--- config.mk ---
export PLATFORM = sky130hd
export DESIGN_NAME = sram_bank_arbiter_flat
export DESIGN_NICKNAME = d
export VERILOG_FILES = /design/src/rtl/sram_bank_arbiter_if.sv /design/src/rtl/sram_bank_arbiter.sv /design/src/flat_wrapper.sv
export SDC_FILE = /design/constraint.sdc
export NUM_CORES = 1
export LEC_CHECK = 0
export CORE_MARGIN = 3
export CORE_UTILIZATION = 45
export DETAILED_ROUTE_END_ITERATION = 16
export PLACE_DENSITY_LB_ADDON = 0.12
export SETUP_SLACK_MARGIN = 0.02
export SKIP_CTS_REPAIR_TIMING = 1
export SKIP_LAST_GASP = 1
export SLEW_MARGIN = 10
export SYNTH_ARGS = -nofsm -noshare
export SYNTH_HDL_FRONTEND = slang
export SYNTH_SLANG_ARGS = --single-unit
--- constraint.sdc ---
create_clock -name clk -period 5.2 [get_ports clk]
set_input_delay 0.52 -clock clk [delete_from_list [all_inputs] [get_ports clk]]
set_output_delay 0.52 -clock clk [all_outputs]
set_load 0.1 [all_outputs]
--- src/rtl/sram_bank_arbiter_if.sv ---
// Client request/response channel plus the banked SRAM bus seen by sram_bank_arbiter.
// master = clients and SRAM array side, slave = arbiter side.
interface sram_bank_arbiter_if #(
    parameter int unsigned NUM_PORTS  = 4,
    parameter int unsigned NUM_SRAMS  = 4,
    parameter int unsigned ADDR_WIDTH = 12,
    parameter int unsigned DATA_WIDTH = 16
);
    localparam int unsigned BW = (NUM_SRAMS > 1) ? $clog2(NUM_SRAMS) : 1;

    logic [NUM_PORTS-1:0]            req_valid;
    logic [NUM_PORTS-1:0]            req_ready;
    logic [NUM_PORTS-1:0]            req_we;
    logic [NUM_PORTS*BW-1:0]         req_bank;
    logic [NUM_PORTS*ADDR_WIDTH-1:0] req_addr;
    logic [NUM_PORTS*DATA_WIDTH-1:0] req_wdata;
    logic [NUM_PORTS-1:0]            rsp_valid;
    logic [NUM_PORTS*DATA_WIDTH-1:0] rsp_rdata;
    logic [NUM_SRAMS-1:0]            sram_en;
    logic [NUM_SRAMS-1:0]            sram_we;
    logic [NUM_SRAMS*ADDR_WIDTH-1:0] sram_addr;
    logic [NUM_SRAMS*DATA_WIDTH-1:0] sram_wdata;
    logic [NUM_SRAMS*DATA_WIDTH-1:0] sram_rdata;

    modport master (
        output req_valid, req_we, req_bank, req_addr, req_wdata, sram_rdata,
        input  req_ready, rsp_valid, rsp_rdata, sram_en, sram_we, sram_addr, sram_wdata
    );

    modport slave (
        input  req_valid, req_we, req_bank, req_addr, req_wdata, sram_rdata,
        output req_ready, rsp_valid, rsp_rdata, sram_en, sram_we, sram_addr, sram_wdata
    );
endinterface

--- src/rtl/sram_bank_arbiter.sv ---
// Per-bank arbitration of NUM_PORTS clients onto NUM_SRAMS banks, with fixed-latency
// tagged read-response routing, conflict counting and out-of-range bank detection.
module sram_bank_arbiter #(
    parameter int unsigned NUM_PORTS    = 4,
    parameter int unsigned NUM_SRAMS    = 4,
    parameter int unsigned ADDR_WIDTH   = 12,
    parameter int unsigned DATA_WIDTH   = 16,
    parameter int unsigned READ_LATENCY = 1,
    parameter int unsigned ARB_MODE     = 1
) (
    input  logic                clk,
    input  logic                rst,
    sram_bank_arbiter_if.slave  bus,
    output logic [15:0]         conflict_cnt,
    output logic                err_bank
);
    localparam int unsigned BW = (NUM_SRAMS > 1) ? $clog2(NUM_SRAMS) : 1;
    localparam int unsigned PW = (NUM_PORTS > 1) ? $clog2(NUM_PORTS) : 1;

    typedef struct packed {
        logic          valid;
        logic          oob;
        logic [BW-1:0] bank;
    } rd_tag_t;

    logic [BW-1:0]        w_bank     [NUM_PORTS];
    logic [NUM_PORTS-1:0] w_oob;
    logic [NUM_PORTS-1:0] w_ready;
    logic [NUM_SRAMS-1:0] w_bank_gnt;
    logic [PW-1:0]        w_win      [NUM_SRAMS];
    logic [PW-1:0]        w_ptr_nxt  [NUM_SRAMS];
    logic [PW-1:0]        w_port;
    int unsigned          w_idx;
    logic                 w_stall;

    logic [PW-1:0]        r_ptr      [NUM_SRAMS];
    rd_tag_t              r_pipe     [NUM_PORTS][READ_LATENCY];
    logic [15:0]          r_conflict_cnt;
    logic                 r_err_bank;

    // Unpack bank selects and flag requests aimed past the last bank.
    always_comb begin
        for (int p = 0; p < NUM_PORTS; p++) begin
            w_bank[p] = bus.req_bank[p*BW +: BW];
            w_oob[p]  = bus.req_valid[p] && (32'(w_bank[p]) >= NUM_SRAMS);
        end
    end

    // Per-bank search starting at the rotating pointer (or port 0 in fixed mode).
    always_comb begin
        w_ready    = w_oob;
        w_bank_gnt = '0;
        w_idx      = 0;
        w_port     = '0;
        for (int b = 0; b < NUM_SRAMS; b++) begin
            w_win[b]     = '0;
            w_ptr_nxt[b] = r_ptr[b];
        end
        for (int b = 0; b < NUM_SRAMS; b++) begin
            for (int k = 0; k < NUM_PORTS; k++) begin
                w_idx = (ARB_MODE == 1) ? 32'(r_ptr[b]) + 32'(k) : 32'(k);
                if (w_idx >= NUM_PORTS) w_idx = w_idx - NUM_PORTS;
                w_port = PW'(w_idx);
                if (!w_bank_gnt[b] && bus.req_valid[w_port] && !w_oob[w_port] &&
                    (32'(w_bank[w_port]) == 32'(b))) begin
                    w_bank_gnt[b]   = 1'b1;
                    w_win[b]        = w_port;
                    w_ready[w_port] = 1'b1;
                    w_ptr_nxt[b]    = (w_idx == NUM_PORTS - 1) ? '0 : PW'(w_idx + 1);
                end
            end
        end
    end

    assign bus.req_ready = w_ready;
    assign w_stall       = |(bus.req_valid & ~w_ready);

    // Granted banks carry the winner's command; idle banks are driven to zero.
    always_comb begin
        bus.sram_en    = '0;
        bus.sram_we    = '0;
        bus.sram_addr  = '0;
        bus.sram_wdata = '0;
        for (int b = 0; b < NUM_SRAMS; b++) begin
            if (w_bank_gnt[b]) begin
                bus.sram_en[b] = 1'b1;
                bus.sram_we[b] = bus.req_we[w_win[b]];
                bus.sram_addr[b*ADDR_WIDTH +: ADDR_WIDTH] =
                    bus.req_addr[32'(w_win[b])*ADDR_WIDTH +: ADDR_WIDTH];
                bus.sram_wdata[b*DATA_WIDTH +: DATA_WIDTH] =
                    bus.req_wdata[32'(w_win[b])*DATA_WIDTH +: DATA_WIDTH];
            end
        end
    end

    always_ff @(posedge clk) begin
        if (rst) begin
            for (int p = 0; p < NUM_PORTS; p++)
                for (int s = 0; s < READ_LATENCY; s++)
                    r_pipe[p][s] <= '0;
        end else begin
            for (int p = 0; p < NUM_PORTS; p++) begin
                r_pipe[p][0] <= '{valid: w_ready[p] & ~bus.req_we[p],
                                  oob:   w_oob[p],
                                  bank:  w_bank[p]};
                for (int s = 1; s < READ_LATENCY; s++)
                    r_pipe[p][s] <= r_pipe[p][s-1];
            end
        end
    end

    // Fixed latency means the tag leaving the pipe lines up with that bank's read data.
    always_comb begin
        bus.rsp_valid = '0;
        bus.rsp_rdata = '0;
        for (int p = 0; p < NUM_PORTS; p++) begin
            bus.rsp_valid[p] = r_pipe[p][READ_LATENCY-1].valid;
            if (r_pipe[p][READ_LATENCY-1].valid && !r_pipe[p][READ_LATENCY-1].oob)
                bus.rsp_rdata[p*DATA_WIDTH +: DATA_WIDTH] =
                    bus.sram_rdata[32'(r_pipe[p][READ_LATENCY-1].bank)*DATA_WIDTH +: DATA_WIDTH];
        end
    end

    always_ff @(posedge clk) begin
        if (rst) begin
            r_conflict_cnt <= '0;
            r_err_bank     <= 1'b0;
            for (int b = 0; b < NUM_SRAMS; b++) r_ptr[b] <= '0;
        end else begin
            if (w_stall && (r_conflict_cnt != 16'hFFFF))
                r_conflict_cnt <= r_conflict_cnt + 16'd1;
            if (|w_oob)
                r_err_bank <= 1'b1;
            for (int b = 0; b < NUM_SRAMS; b++)
                r_ptr[b] <= (ARB_MODE == 1) ? w_ptr_nxt[b] : '0;
        end
    end

    assign conflict_cnt = r_conflict_cnt;
    assign err_bank     = r_err_bank;
endmodule

--- src/flat_wrapper.sv ---
// flat-port wrapper written by rule: the top's interface ports become plain ports
module sram_bank_arbiter_flat 
#(
    parameter int unsigned NUM_PORTS    = 4,
    parameter int unsigned NUM_SRAMS    = 4,
    parameter int unsigned ADDR_WIDTH   = 12,
    parameter int unsigned DATA_WIDTH   = 16,
    parameter int unsigned READ_LATENCY = 1,
    parameter int unsigned ARB_MODE     = 1
)
  (clk, rst, conflict_cnt, err_bank, bus_req_valid, bus_req_we, bus_req_bank, bus_req_addr, bus_req_wdata, bus_sram_rdata, bus_req_ready, bus_rsp_valid, bus_rsp_rdata, bus_sram_en, bus_sram_we, bus_sram_addr, bus_sram_wdata);
  sram_bank_arbiter_if #(.NUM_PORTS(NUM_PORTS), .NUM_SRAMS(NUM_SRAMS), .ADDR_WIDTH(ADDR_WIDTH), .DATA_WIDTH(DATA_WIDTH)) bus_i ();
  input  logic clk;
  input  logic rst;
  output logic [15:0] conflict_cnt;
  output logic err_bank;
  input wire logic [$bits(bus_i.req_valid)-1:0] bus_req_valid;
  input wire logic [$bits(bus_i.req_we)-1:0] bus_req_we;
  input wire logic [$bits(bus_i.req_bank)-1:0] bus_req_bank;
  input wire logic [$bits(bus_i.req_addr)-1:0] bus_req_addr;
  input wire logic [$bits(bus_i.req_wdata)-1:0] bus_req_wdata;
  input wire logic [$bits(bus_i.sram_rdata)-1:0] bus_sram_rdata;
  output wire logic [$bits(bus_i.req_ready)-1:0] bus_req_ready;
  output wire logic [$bits(bus_i.rsp_valid)-1:0] bus_rsp_valid;
  output wire logic [$bits(bus_i.rsp_rdata)-1:0] bus_rsp_rdata;
  output wire logic [$bits(bus_i.sram_en)-1:0] bus_sram_en;
  output wire logic [$bits(bus_i.sram_we)-1:0] bus_sram_we;
  output wire logic [$bits(bus_i.sram_addr)-1:0] bus_sram_addr;
  output wire logic [$bits(bus_i.sram_wdata)-1:0] bus_sram_wdata;
  assign bus_i.req_valid = bus_req_valid;
  assign bus_i.req_we = bus_req_we;
  assign bus_i.req_bank = bus_req_bank;
  assign bus_i.req_addr = bus_req_addr;
  assign bus_i.req_wdata = bus_req_wdata;
  assign bus_i.sram_rdata = bus_sram_rdata;
  assign bus_req_ready = bus_i.req_ready;
  assign bus_rsp_valid = bus_i.rsp_valid;
  assign bus_rsp_rdata = bus_i.rsp_rdata;
  assign bus_sram_en = bus_i.sram_en;
  assign bus_sram_we = bus_i.sram_we;
  assign bus_sram_addr = bus_i.sram_addr;
  assign bus_sram_wdata = bus_i.sram_wdata;
  sram_bank_arbiter #(.NUM_PORTS(NUM_PORTS), .NUM_SRAMS(NUM_SRAMS), .ADDR_WIDTH(ADDR_WIDTH), .DATA_WIDTH(DATA_WIDTH), .READ_LATENCY(READ_LATENCY), .ARB_MODE(ARB_MODE)) u_core (.clk(clk), .rst(rst), .bus(bus_i), .conflict_cnt(conflict_cnt), .err_bank(err_bank));
endmodule
==> impl_results.md <==
* Status: completed
* Worst Setup End Kind: primary output
* Layout Skew at 10.77 ps
* Max Clk Rate at 207.0 MHz
* Count of input and output buffers at 401
* Most frequently used flop master after synthesis: sky130_fd_sc_hd__dfxtp_1
* Hold Path Class: flip-flop to flip-flop
* First-pass GRT wire length at 67520 µm
* Vias in the first global route at 10860
* Synth-to-layout area growth at 55.21%
* Final setup violation count at 0
* Endpoints failing hold at 0
* Max-cap check violation count at 0
* Maximum VDD drop at 0.6261 mV
* Clock Sink Count at 36
* Crit start category: primary input
* Violation count after the first detailed-routing iteration at 1283
* Number of antenna violations at the first check in global routing at 8
* Vert. Die Dim at 155.0 µm
* Filler Cells Inserted at 1613
* Sum of net half-perimeters after detailed placement at 36310 µm
* Core Region at 21420 µm²
* Clock Path Buffers at 2
* Largest fanout on the critical path at 12
* Maximum number of pins on one net before global-route repair at 59
* Met3 Resource Use GR at 0.08039
* Top cells by area in the synthesized netlist: sky130_fd_sc_hd__mux4_2, sky130_fd_sc_hd__and2_1, sky130_fd_sc_hd__a211oi_1
* R2r worst-path depth at 12
* Launch instance of the worst register-to-register path: u_core.r_ptr[1][1]$_SDFFE_PP0P_
* Portion of the post-synthesis area used by sequential elements at 0.07218
* RSZ-0062 raised after global routing: false
* CTS Root Cell: sky130_fd_sc_hd__clkbuf_16
* Sum of negative setup slack at 0 ps
* Number of instances in the synthesized netlist at 1113
* Wirelength per Cell at 26.58 µm
* Clock tree from TritonCTS: done
* Final period util at 0.9291
* Count of flip-flops with a built-in enable after synthesis at 0
* Antenna-violating nets left at 0
* Row cnt at 53
* Distinct cell type count after synthesis at 83
* Leakage power at 0.005621 µW
* Sum of overflow across all layers after global routing at 0
* Total GRT Usage at 0.3600
* Die W at 155.0 µm
* Portion of synthesized cell area occupied by the leading cell type at 0.3000
* Critical path arrival at 4310 ps
* Slew Limit Fails at 0
* Share of final-layout standard cells stronger than drive strength 1 at 0.2886
* RD Place Congestion at 1.001
* Number of detailed-routing iterations run before antenna repair at 5
* Max-slew headroom at the worst pin at 0.1751
* Met1 Use GR at 0.4723
* DRC at 0
* Clock network latency to the later pin of the worst-skew pair at 290 ps
* Die outline area at 24010 µm²
* Syn_area_per_cell at 8.971 µm²
* Synthesis Warnings at 0
* Post-synthesis register bit count at 36
* Final net count at 1653
* R2R setup slack at 810 ps
* Crit path kind: primary input to primary output
* Worst Setup EP: bus_sram_wdata[11]
* Starting utilization of the core area at 0.4661
* Worst hold slack at 525.6 ps
* Endpoint of the most critical register-to-register path: u_core.conflict_cnt[3]$_SDFFE_PP0P_
* Num ports at 403
* Via total after detailed routing at 11420
* Clock slew seen by the registers of the worst setup and hold paths at 60 ps
* Ys async rst share at 0
* Crit path launch: bus_req_valid[3]
* Global-route met2 utilization at 0.5881
* Slew at the pin closest to its max-slew limit at 1233 ps
* Mapped Area at 9985 µm²
* Most Crowded Layer GR: met2
* Data required time of the worst path at 4680 ps
* Number of levels the H-tree was split into at 2
* Detail-routed via count per cell at 6.633
* Pwr/cell area at 686.5 nW/µm²
* Mapped Nets at 1329
* Tmin final at 4831 ps
* Cell type contributing the most total cell area after synthesis: sky130_fd_sc_hd__mux4_2
* TritonCTS buffer count at 5
* Wire length after detailed routing at 45740 µm
[kinds of logic (layout without fill, tap and decap cells)]
group	count (synthesis)	in the layout	share of synthesized area
other	1	9	0.0003756
XOR/XNOR	4	4	0.003509
adder cells (fa/ha/maj)	22	22	0.02757
flip-flops	36	36	0.07218
multiplexers	237	237	0.4094
AO/OA/AOI/OAI	226	226	0.1627
buffers and inverters	135	460	0.06165
AND/OR/NAND/NOR	452	452	0.2627
[final cells by class]
class | instances | area [µm²] | share of cell area
Clock inverter | 2 | 13.76 | 0.0008881
Tap cell | 275 | 344.1 | 0.02220
Antenna cell | 8 | 20.02 | 0.001292
Multi-Input combinational cell | 942 | 9044 | 0.5836
Inverter | 19 | 71.32 | 0.004602
Timing Repair Buffer | 433 | 5145 | 0.3320
Sequential cell | 36 | 720.7 | 0.04650
Clock buffer | 6 | 138.9 | 0.008962
[per-layer routing]
metal,vias to the layer above,share of wire
met4,0,0.039
met2,700,0.48
met5,-,0
met3,98,0.11
met1,5616,0.37
li1,5001,-
[cells in the final DEF, fill, tap and decap left out, drive strengths merged, types with 9 or more instances in the layout]
| cell type | n |
|---|---|
| dfxtp | 36 |
| nand2 | 44 |
| and2 | 131 |
| nor2 | 87 |
| nand4 | 9 |
| o21ai | 21 |
| nand2b | 9 |
| a211oi | 98 |
| nor3 | 9 |
| nor2b | 55 |
| mux2 | 41 |
| buf | 156 |
| a21oi | 31 |
| nor3b | 11 |
| mux4 | 133 |
| clkdlybuf4s50 | 277 |
| inv | 18 |
| ha | 22 |
| mux2i | 63 |
| a31oi | 9 |
| nand3 | 23 |
| nor4 | 13 |
[worst min-delay path by stage]
stage                                                    start                              endpoint  slack (ps)  cells after the start
after CTS                 u_core.conflict_cnt[15]$_SDFFE_PP0P_  u_core.conflict_cnt[15]$_SDFFE_PP0P_         520                      2
after floorplan                u_core.r_ptr[2][1]$_SDFFE_PP0P_       u_core.r_ptr[2][1]$_SDFFE_PP0P_         520                      2
after global routing      u_core.conflict_cnt[15]$_SDFFE_PP0P_  u_core.conflict_cnt[15]$_SDFFE_PP0P_         570                      2
after global placement    u_core.conflict_cnt[15]$_SDFFE_PP0P_  u_core.conflict_cnt[15]$_SDFFE_PP0P_         500                      2
final                     u_core.conflict_cnt[15]$_SDFFE_PP0P_  u_core.conflict_cnt[15]$_SDFFE_PP0P_         530                      2
after detailed placement  u_core.conflict_cnt[15]$_SDFFE_PP0P_  u_core.conflict_cnt[15]$_SDFFE_PP0P_         510                      2
[flip-flops by register name, indices dropped and copies added (netlist names)]
name / count
u_core.conflict_cnt: 16
u_core.r_ptr: 8
u_core.r_pipe: 12
[metrics by stage]
step                      utilization  cell area (µm²)  setup WS, ps  cells  total power [µW]
after floorplan                     -            10270         509.4   1113              7222
after global placement         0.7155            15320         459.5   1705             10220
after detailed placement       0.7155            15320         412.9   1705             10260
after CTS                      0.7226            15480         401.5   1713             10600
after global routing           0.7235            15500         205.4   1721             10950
final                          0.7235            15500         368.8   1721             10640
[Yosys cell counts (16+ instances only)]
master                     number
sky130_fd_sc_hd__ha_1          22
sky130_fd_sc_hd__dfxtp_1       36
sky130_fd_sc_hd__nand3_1       23
sky130_fd_sc_hd__a211oi_1      98
sky130_fd_sc_hd__o21ai_0       20
sky130_fd_sc_hd__clkbuf_1      66
sky130_fd_sc_hd__buf_2         27
sky130_fd_sc_hd__mux4_2       133
sky130_fd_sc_hd__nor2_1        87
sky130_fd_sc_hd__mux2i_1       63
sky130_fd_sc_hd__inv_1         16
sky130_fd_sc_hd__mux2_2        33
sky130_fd_sc_hd__nand2_1       44
sky130_fd_sc_hd__a21oi_1       31
sky130_fd_sc_hd__nor2b_1       55
sky130_fd_sc_hd__and2_1       130
[worst max-delay path: stages]
cell,delay (ps)
sky130_fd_sc_hd__clkdlybuf4s50_1,690
sky130_fd_sc_hd__or3b_1,530
sky130_fd_sc_hd__mux4_2,590
sky130_fd_sc_hd__or3_1,480
sky130_fd_sc_hd__o221ai_4,240
sky130_fd_sc_hd__buf_4,320
sky130_fd_sc_hd__mux4_2,540
sky130_fd_sc_hd__and2_1,200
sky130_fd_sc_hd__buf_12,170
[power breakdown]
part           leakage (µW)  switching [µW]  total [µW]  internal, µW
Combinational       0.00525            6730        9870          3150
Clock             0.0000773             138         330           192
Sequential         0.000295             119         435           316
No activity file was read; power rests on OpenSTA's default activity.
